$ cat src/rtl/bcp_decision_unit.sv
// Picks the lowest-index free variable, clears its free bit and writes the chosen polarity into the value row.
// Latency: done 7 cycles after start, or 3 when nothing is free. A start while busy is dropped, not queued.
module bcp_decision_unit #(
   parameter int VAR_NUM     = 8,
   parameter int VAR_NUM_LOG = 3,
   parameter int FREE_ROW    = 0,
   parameter int VALUE_ROW   = 2
) (
   input  logic                   clk,
   input  logic                   rst,
   input  logic                   dec_start,
   input  logic                   dec_polarity,
   output logic                   dec_busy,
   output logic                   dec_done,
   output logic [VAR_NUM_LOG-1:0] dec_var,
   output logic                   dec_all_assigned,
   output logic                   vst_en,
   output logic                   vst_write,
   output logic                   vst_bcp_write,
   output logic [2:0]             vst_address,
   output logic [VAR_NUM_LOG-1:0] rewrite_free_bit,
   output logic [VAR_NUM-1:0]     vst_in,
   input  logic [VAR_NUM-1:0]     vst_out
);

   typedef enum logic [2:0] {
      IDLE, RD_FREE, CAP_FREE, CLR_FREE, RD_VAL, CAP_VAL, WR_VAL, DONE
   } state_t;

   state_t                   state;
   logic                     polarity_q;
   logic [VAR_NUM-1:0]       val_q;
   logic [VAR_NUM_LOG-1:0]   low_idx;
   logic [VAR_NUM-1:0]       merged_val;

   // Descending scan so the last hit, i.e. the lowest set bit, wins.
   always_comb begin
      low_idx = '0;
      for (int i = VAR_NUM - 1; i >= 0; i--) begin
         if (vst_out[i]) low_idx = VAR_NUM_LOG'(i);
      end
   end

   always_comb begin
      merged_val          = val_q;
      merged_val[dec_var] = polarity_q;
   end

   // Data fields follow the state register so they are zero outside their write cycle.
   assign rewrite_free_bit = (state == CLR_FREE) ? dec_var    : '0;
   assign vst_in           = (state == WR_VAL)   ? merged_val : '0;

   always_ff @(posedge clk or negedge rst) begin
      if (!rst) begin
         state            <= IDLE;
         polarity_q       <= 1'b0;
         val_q            <= '0;
         dec_busy         <= 1'b0;
         dec_done         <= 1'b0;
         dec_var          <= '0;
         dec_all_assigned <= 1'b0;
         vst_en           <= 1'b0;
         vst_write        <= 1'b0;
         vst_bcp_write    <= 1'b0;
         vst_address      <= '0;
      end else begin
         case (state)
            IDLE: begin
               if (dec_start) begin
                  polarity_q       <= dec_polarity;
                  dec_var          <= '0;
                  dec_all_assigned <= 1'b0;
                  dec_busy         <= 1'b1;
                  vst_en           <= 1'b1;
                  vst_address      <= 3'(FREE_ROW);
                  state            <= RD_FREE;
               end
            end
            RD_FREE: begin
               vst_en      <= 1'b0;
               vst_address <= '0;
               state       <= CAP_FREE;
            end
            CAP_FREE: begin
               if (vst_out == '0) begin
                  dec_all_assigned <= 1'b1;
                  dec_done         <= 1'b1;
                  state            <= DONE;
               end else begin
                  dec_var     <= low_idx;
                  vst_en      <= 1'b1;
                  vst_write   <= 1'b1;
                  vst_address <= 3'(FREE_ROW);
                  state       <= CLR_FREE;
               end
            end
            CLR_FREE: begin
               vst_write   <= 1'b0;
               vst_address <= 3'(VALUE_ROW);
               state       <= RD_VAL;
            end
            RD_VAL: begin
               vst_en      <= 1'b0;
               vst_address <= '0;
               state       <= CAP_VAL;
            end
            CAP_VAL: begin
               val_q         <= vst_out;
               vst_en        <= 1'b1;
               vst_bcp_write <= 1'b1;
               vst_address   <= 3'(VALUE_ROW);
               state         <= WR_VAL;
            end
            WR_VAL: begin
               vst_en        <= 1'b0;
               vst_bcp_write <= 1'b0;
               vst_address   <= '0;
               dec_done      <= 1'b1;
               state         <= DONE;
            end
            DONE: begin
               dec_done <= 1'b0;
               dec_busy <= 1'b0;
               state    <= IDLE;
            end
            default: state <= IDLE;
         endcase
      end
   end

endmodule

$ cat config.mk
export PLATFORM = sky130hd
export DESIGN_NAME = bcp_decision_unit
export DESIGN_NICKNAME = d
export VERILOG_FILES = /design/src/rtl/bcp_decision_unit.sv
export SDC_FILE = /design/constraint.sdc
export NUM_CORES = 1
export LEC_CHECK = 0
export BUFFER_PORTS_ARGS = -buffer_cell sky130_fd_sc_hd__clkbuf_2
export CAP_MARGIN = 15
export CORE_UTILIZATION = 53
export CTS_BUF_LIST = sky130_fd_sc_hd__clkbuf_2 sky130_fd_sc_hd__clkbuf_4 sky130_fd_sc_hd__clkbuf_8
export DETAILED_ROUTE_END_ITERATION = 10
export PLACE_DENSITY = 0.81
export SYNTH_ARGS = -nofsm -noshare
export SYNTH_HDL_FRONTEND = slang
export SYNTH_SLANG_ARGS = --single-unit
$ cat constraint.sdc
create_clock -name clk -period 1.94 [get_ports clk]
set_input_delay 0.485 -clock clk [delete_from_list [all_inputs] [get_ports clk]]
set_output_delay 0.485 -clock clk [all_outputs]
set_load 0.01 [all_outputs]
==> results of run 1 <==
## registers in the layout, indices dropped and copies added (netlist names)
name and flops:
polarity_q 1, vst_write 1, dec_var 3, vst_bcp_write 1, state 3, vst_en 1, val_q 8, vst_address 1
dec_done 1, dec_busy 1, dec_all_assigned 1
## repair_timing
| action | in CTS | in global routing |
|---|---|---|
| cloned | 0 | 0 |
| setup endpoints to repair | 11 | 9 |
| hold buffers | 0 | 0 |
| pin swaps | 0 | 3 |
| hold endpoints to repair | 0 | 0 |
| setup buffers | 6 | 3 |
| gates resized for setup | 7 | 11 |
## area by class of cell
class,instances,area (µm²)
multi-input combinational,97,639.4
sequential,22,554.3
fill,153,505.5
timing repair buffer,47,276.5
tap,27,33.78
inverter,8,30.03
clock buffer,3,22.52
## cell families (layout without fill, tap and decap cells)
family	Yosys count	after routing	share of synthesized area (%)
multiplexers	15	15	13.07
AND/OR/NAND/NOR	52	52	20.58
buffers and inverters	19	58	6.584
other	1	2	0.3083
XOR/XNOR	1	1	0.7203
flip-flops	22	22	45.27
AO/OA/AOI/OAI	27	27	13.48
## cells in the final DEF, fill, tap and decap left out, types with 2 or more instances in the layout
| master | instances |
|---|---|
| nor3_1 | 3 |
| conb_1 | 2 |
| a21boi_0 | 2 |
| clkbuf_4 | 3 |
| and3_1 | 3 |
| inv_2 | 3 |
| o31ai_1 | 2 |
| clkbuf_2 | 31 |
| dfrtp_1 | 19 |
| nor3_4 | 3 |
| inv_1 | 5 |
| buf_4 | 14 |
| o22ai_1 | 2 |
| dfrtp_2 | 3 |
| o21ai_0 | 7 |
| nand3_1 | 4 |
| nand2_1 | 14 |
| mux2i_1 | 8 |
| nor2_1 | 15 |
| nor3_2 | 2 |
| a21oi_1 | 9 |
| mux2_2 | 7 |
| or3_1 | 2 |
## report_power, final
| part | total [mW] | internal, mW | switching (mW) |
|---|---|---|---|
| registers | 0.826 | 0.667 | 0.159 |
| clock network | 0.212 | 0.0727 | 0.139 |
| logic | 1.21 | 0.541 | 0.668 |
| total | 2.25 | 1.28 | 0.965 |
## layer usage
| metal | GRT usage (%) | vias to the layer above |
|---|---|---|
| li1 | - | 555 |
| met1 | 35.57 | 566 |
| met2 | 46.85 | 59 |
| met3 | 1.852 | 8 |
| met4 | 8.571 | 0 |
| met5 | 0 | - |
## per-stage QoR
stage / setup WS (ps) / utilization [%] / setup TNS [ps] / cell area [µm²]
finish: -44.14 / 75.49 / -44.14 / 1556
global route: -93.82 / 75.49 / -303.8 / 1556
CTS: 3.421 / 72.63 / 0 / 1498
detailed placement: 49.29 / 68.33 / 0 / 1409
global placement: 94.47 / 68.33 / 0 / 1409
floorplan: 221.7 / - / 0 / 1220
## worst max-delay path: cells and delay by family, from the launching register on
family	cells	cell delay [ps]
mux	1	200
flops	1	450
buf+inv	2	300
simple gates	2	240
## path summary, 6_finish.rpt
path | slack, ps | depth (start not counted) | to
max in group asynchronous | 1420 | 1 | dec_var[1]$_DFFE_PN0P_
hold / removal | 130 | 1 | vst_address[1]$_DFFE_PN0P_
setup reg to reg | 330 | 4 | dec_var[1]$_DFFE_PN0P_
setup / recovery | -40 | 5 | vst_in[2]
min in group clk | 400 | 2 | polarity_q$_DFFE_PN0P_
hold reg to reg | 500 | 2 | vst_bcp_write$_DFFE_PN0N_
==> results_dict.tcl, run 1 <==
set metrics [dict create \
    status "finished, violations left" \
    synth_edf_count 0 \
    yosysMostFrequentCell "dfrtp_1" \
    place_inst 192 \
    topRoutingLayerUsed "met4" \
    fmax_ghz 0.5040 \
    cts.clk_slew.worst_paths_ps 120 \
    grt_pass1_vias 1101 \
    wl_per_cell_um 15.56 \
    clock-root-buffer "clkbuf_4" \
    worst_path_largest_cell_delay_ps 450 \
    slew-limit-headroom_pct 57.35 \
    maxCapViolCount 0 \
    cp_cell_sequence "buf_4, nor3_4, mux2i_1, nor2_1, clkbuf_2" \
    ys_types 31 \
    n_antenna_cell 0 \
    end_kind "output port" \
    nets 191 \
    post-dp-hpwl_um 2062 \
    cts-htree-levels 1 \
    ys.flop_type "dfrtp_1" \
    drt-initial-drc-count 58 \
    fp.coreArea_mm2 0.002062 \
    finalCritPeriodShare_pct 102.3 \
    track_usage_pct 27.00 \
    setup_slack_ps -44.14 \
    setup_viol 1 \
    power.density_mw_per_mm2 1443 \
    avgSynthCellArea_um2 8.877 \
    area_growth_pct 27.98 \
    clock_latency_ps 310 \
    grt_max_degree 23 \
    syn-cell-area_mm2 0.001216 \
    grt-ovfl-total 0 \
    die-width_um 49.90 \
    hold_ws_ps 128.8 \
    yosys-top-cells-area "dfrtp_1 45%, mux2i_1 6.6%, mux2_2 6.5%" \
    ir_drop_uv 1001 \
    synth_cells 137 \
    io_pins 35 \
    firstDrtPassIters 4 \
    startpoint_type "register" \
    power_mw 2.246 \
    cts_buffers 3 \
    m1WireLength_um 1230 \
    violations "setup timing" \
    crit_fanout 4 \
    leakage_nw 0.7723 \
    rows 16 \
    r2r_start "state[0]$_DFFE_PN0P_" \
    antenna_left 0 \
    clock_skew_ps 1.011 \
    min_period_ps 1984 \
    wl_met2_um 1672 \
    synthArstFlopShare_pct 100.0 \
    critPathArrivalTime_ps 1500 \
    yosys.area.top_type "dfrtp_1" \
    ys_seq_area_share_pct 45.27 \
    routed_wl_um 3174 \
    initial_utilization_pct 58.98 \
    ys_seq_elements 22 \
    worst_slew_pin_slew_ps 633.9 \
    path_class "register to output port" \
    place_congestion 0.8233 \
    die_area_mm2 0.002490 \
    cts_sinks 22 \
    via_per_inst 5.824 \
    clock_path_buffers 2 \
    slew_violations 0 \
    stdcell_count 204 \
    synth_top_area_share_pct 45.27 \
    layout-drive-gt1-share_pct 40.68 \
    ys_warn_count 0 \
    drc 0 \
    hold_violations 0 \
    slowest_stage "dfrtp_2" \
    grt_pass1_wl_um 5078 \
    numPortBuffers 32 \
    cts_tree "yes" \
    rsz0062_at_grt "yes" \
    hold_path.class "input port to async pin" \
    die_y_um 49.90 \
    dr_wl_met3_um 217 \
    required_ps 1450 \
    antenna_found_initial 0 \
    via_count 1188 \
    cp-startpoint "dec_var[0]$_DFFE_PN0P_" \
    yosys-top-cells-count "22 x dfrtp_1, 16 x nor2_1, 14 x nand2_1" \
]
Power figures use the tool's default switching activity.
==> run 2, diff against run 1 <==
Settings changed: REMOVE_ABC_BUFFERS from default to 1.
==> run 2 against run 1 <==
Net effect:
- the run still ends with setup timing left
- highest routed layer unchanged
- critical path type unchanged
- largest cell class unchanged
- first-iteration DRC count is 16% lower
- register-to-register slack barely moved
- sequential share of layout area is 1.3 points higher
- critical path depth is the same
- sequential power increased by 2.9%
==> results_dict.tcl, run 2 (synthesis gave the netlist of run 1 again) <==
set metrics [dict create \
    status "finished, violations left" \
    violations "setup timing" \
    ctsHoldBuffers 0 \
    fin_util_pct 73.06 \
    antenna_left 0 \
    numPortBuffers 32 \
    cts_tree "yes" \
    power.density_mw_per_mm2 1487 \
    place_area_mm2 0.001394 \
    via_count 1161 \
    cp_cell_sequence "inv_2, nor3_2, mux2i_1, nor2_1, clkbuf_2" \
    min_period_ps 1967 \
    crit_fanout 5 \
    place_congestion 0.8255 \
    post-dp-hpwl_um 2126 \
    layout_common_cells "32 x clkbuf_2, 17 x dfrtp_1, 15 x nor2_1" \
    initial_utilization_pct 58.98 \
    nets 185 \
    required_ps 1450 \
    multi_input_area_um2 609.3 \
    fillCellCount 157 \
    reg_top3 "val_q (8), dec_var (3), state (3)" \
    clock_latency_ps 320 \
    via_per_inst 5.834 \
    finalCritPeriodShare_pct 101.4 \
    cts-htree-levels 1 \
    final_common_cell "clkbuf_2" \
    cts_buffers 3 \
    worst_path_largest_cell_delay_ps 440 \
    die_y_um 49.90 \
    path_class "register to output port" \
    slew-limit-headroom_pct 63.09 \
    startpoint_type "register" \
    routed_wl_um 3098 \
    maxCapViolCount 0 \
    grt_max_degree 23 \
    critPathArrivalTime_ps 1480 \
    worst_slew_pin_slew_ps 553.6 \
    slowest_stage "dfrtp_2" \
    die-width_um 49.90 \
    seqCellArea_um2 556.8 \
    cts.clk_slew.worst_paths_ps 130 \
    fp.coreArea_mm2 0.002062 \
    largest_register "val_q" \
    rows 16 \
    antenna_found_initial 0 \
    drc 0 \
    clock_skew_ps 9.830 \
    setup_slack_ps -27.32 \
    grt-ovfl-total 0 \
    ir_drop_uv 972.7 \
    final_area_mm2 0.001506 \
    n_antenna_cell 0 \
    drt-initial-drc-count 49 \
    clock_path_buffers 2 \
    end_kind "output port" \
    fmax_ghz 0.5083 \
    rsz0062_at_grt "yes" \
    grt_pass1_vias 1116 \
    layout-drive-gt1-share_pct 38.95 \
    slew_violations 0 \
    io_pins 35 \
    area_growth_pct 23.87 \
    track_usage_pct 27.50 \
    wl_per_cell_um 15.57 \
    leakage_nw 0.7428 \
    die_area_mm2 0.002490 \
    clock-root-buffer "clkbuf_4" \
    cts_sinks 22 \
    setup_viol 3 \
    largest_reg_flops 8 \
    hold_path.class "input port to async pin" \
    grt_pass1_wl_um 5043 \
    firstDrtPassIters 4 \
    ff2ff_path_depth 4 \
    hold_violations 0 \
]
run 2: worst max-delay path: cells and delay by family (launching register included):
kind | cells | cell delay, ps
DFF | 1 | 440
and+or+nand+nor | 2 | 280
muxes | 1 | 230
buffers and inverters | 2 | 210
run 2: worst paths after layout:
kind	startpoint	to	slack [ps]
max	dec_var[2]$_DFFE_PN0P_	vst_in[5]	-30
min	rst	val_q[2]$_DFFE_PN0P_	120
max reg2reg	state[1]$_DFFE_PN0P_	val_q[3]$_DFFE_PN0P_	340
min reg2reg	dec_done$_DFFE_PN0P_	dec_done$_DFFE_PN0P_	500
max in group asynchronous	rst	state[2]$_DFFE_PN0P_	1410
min in group clk	dec_polarity	polarity_q$_DFFE_PN0P_	390
run 2: stage by stage:
step | hold slack (ps) | setup TNS [ps] | power, mW | setup WS, ps | cells
5_1_grt | 167.3 | -467.5 | 2.393 | -80.28 | 199
3_5_place_dp | 474.4 | 0 | 1.847 | 62.54 | 190
2_1_floorplan | 189.4 | 0 | 1.460 | 216.1 | 127
4_1_cts | 141.6 | -20.20 | 2.203 | -16.55 | 199
3_3_place_gp | 460.1 | 0 | 1.791 | 86.71 | 190
6_report | 122.3 | -50.76 | 2.241 | -27.32 | 199
run 2: cell type report:
type	instances	share of cell area, %
well taps	27	2.243
flip-flops and latches	22	36.96
multi-input cells	97	40.45
inverters	8	1.993
clock buffers	4	2.409
repair buffers	41	15.95
run 2: timing repair:
item                                    4_1_cts  5_1_grt
endpoints found under the setup margin        9       11
resized for setup                            10        3
setup buffers                                 5        0
cloned                                        0        0
run 2: layer usage:
layer	vias to the layer above	part of all wire [%]	GRT usage [%]
li1	541	-	-
met1	538	42	35.50
met2	67	47	43.69
met3	15	7.5	4.321
met4	0	3.9	15.24
met5	-	0	0
run 2: report_power, final:
part           total (mW)  internal, mW  switching [mW]
Combinational        1.13         0.508           0.619
Sequential          0.850         0.670           0.179
Clock               0.264         0.115           0.149
==> run 3, diff against run 2 <==
Settings changed: TNS_END_PERCENT from default to 50.
==> run 3 against run 2 <==
Net effect:
- sequential power about the same
- cell count unchanged
- the run still ends with setup timing left
- worst hold slack unchanged
- wire length unchanged
- setup slack unchanged
- non-clock buffer count unchanged
- count of clock-buffer cells in the layout unchanged
- sequential share of layout area unchanged
==> results_dict.tcl, run 3 (synthesis gave the netlist of run 1 again) <==
set metrics [dict create \
    drt-initial-drc-count 49 \
    rsz0062_at_grt "yes" \
    grt_max_degree 23 \
    layout-drive-gt1-share_pct 38.95 \
    path_class "register to output port" \
    status "finished, violations left" \
    final_common_cell "clkbuf_2" \
    maxCapViolCount 0 \
    required_ps 1450 \
    grt_pass1_vias 1116 \
    layout_common_cells "32 x clkbuf_2, 17 x dfrtp_1, 15 x nor2_1" \
    n_antenna_cell 0 \
    cts.clk_slew.worst_paths_ps 130 \
    violations "setup timing" \
    place_congestion 0.8255 \
    via_count 1161 \
    cts_buffers 3 \
    nets 185 \
    place_inst 190 \
    hold_path.class "input port to async pin" \
    largest_register "val_q" \
    clock-root-buffer "clkbuf_4" \
    cts_tree "yes" \
    grt_pass1_wl_um 5043 \
    worst_slew_pin_slew_ps 553.6 \
    crit_fanout 5 \
    die_y_um 49.90 \
    power.density_mw_per_mm2 1487 \
    initial_utilization_pct 58.98 \
    die_area_mm2 0.002490 \
    io_pins 35 \
    setup_viol 3 \
    fillCellCount 157 \
    largest_reg_flops 8 \
    cts_sinks 22 \
    numPortBuffers 32 \
    critPathArrivalTime_ps 1480 \
    fp.coreArea_mm2 0.002062 \
    ff2ff_path_depth 4 \
    via_per_inst 5.834 \
    wl_per_cell_um 15.57 \
    grt-ovfl-total 0 \
    antenna_found_initial 0 \
    fin_setup_tns_ps -50.76 \
    routed_wl_um 3098 \
    slew-limit-headroom_pct 63.09 \
    hold_violations 0 \
    cts-htree-levels 1 \
    clock_path_buffers 2 \
    end_kind "output port" \
    ff2ff_setup_slack_ps 340 \
    min_period_ps 1967 \
    stdcell_count 199 \
    drc 0 \
    clock_latency_ps 320 \
    r2r_start "state[1]$_DFFE_PN0P_" \
    clock_skew_ps 9.830 \
    area_growth_pct 23.87 \
    firstDrtPassIters 4 \
    finalCritPeriodShare_pct 101.4 \
    startpoint_type "register" \
    antenna_left 0 \
    track_usage_pct 27.50 \
    ctsHoldBuffers 0 \
    leakage_nw 0.7428 \
    slew_violations 0 \
    reg_top3 "val_q (8), dec_var (3), state (3)" \
    die-width_um 49.90 \
    rows 16 \
    setup_slack_ps -27.32 \
    r2r_end "val_q[3]$_DFFE_PN0P_" \
    ir_drop_uv 972.7 \
    post-dp-hpwl_um 2126 \
    fmax_ghz 0.5083 \
]
## run 3: cell type report
type	count	area (µm²)	share of cell area, %
tap	27	33.78	2.243
multi-input combinational	97	609.3	40.45
timing repair buffer	41	240.2	15.95
clock buffer	4	36.28	2.409
sequential	22	556.8	36.96
inverter	8	30.03	1.993
## run 3: worst max-delay path by stage
stage                           start               endpoint  slack (ps)  cells after the start
2_1_floorplan              vst_out[5]  vst_write$_DFFE_PN0P_         220                      4
3_3_place_gp               vst_out[5]  vst_write$_DFFE_PN0P_          90                      5
3_5_place_dp               vst_out[5]  vst_write$_DFFE_PN0P_          60                      5
4_1_cts        dec_var[0]$_DFFE_PN0P_              vst_in[4]         -20                      5
5_1_grt        dec_var[0]$_DFFE_PN0P_              vst_in[4]         -80                      5
6_report       dec_var[2]$_DFFE_PN0P_              vst_in[5]         -30                      5
## run 3: per-layer routing
| metal | up-vias | part of all wire, % | track usage (%) |
|---|---|---|---|
| met1 | 538 | 42 | 35.50 |
| met2 | 67 | 47 | 43.69 |
| met4 | 0 | 3.9 | 15.24 |
| li1 | 541 | - | - |
| met3 | 15 | 7.5 | 4.321 |
| met5 | - | 0 | 0 |
## run 3: power breakdown
| group | internal [mW] | switching, mW |
|---|---|---|
| clock network | 0.115 | 0.149 |
| registers | 0.670 | 0.179 |
| logic | 0.508 | 0.619 |
| total | 1.29 | 0.947 |
## run 3: repair_timing
action,CTS,global route
resized for setup,10,3
cloned,0,0
setup buffers,5,0
setup endpoints to repair,9,11
## run 3: metrics by stage
step	hold WS (ps)	util, %	setup WS, ps	cell area (µm²)	total power [mW]
global placement	460.1	67.60	86.71	1394	1.791
CTS	141.6	72.88	-16.55	1503	2.203
global route	167.3	73.06	-80.28	1506	2.393
floorplan	189.4	-	216.1	1170	1.460
finish	122.3	73.06	-27.32	1506	2.241
detailed placement	474.4	67.60	62.54	1394	1.847
## run 3: worst max-delay path: stages (launching register included)
cell,delay (ps)
dfrtp_2,440
inv_2,90
nor3_2,210
mux2i_1,230
nor2_1,70
clkbuf_2,120
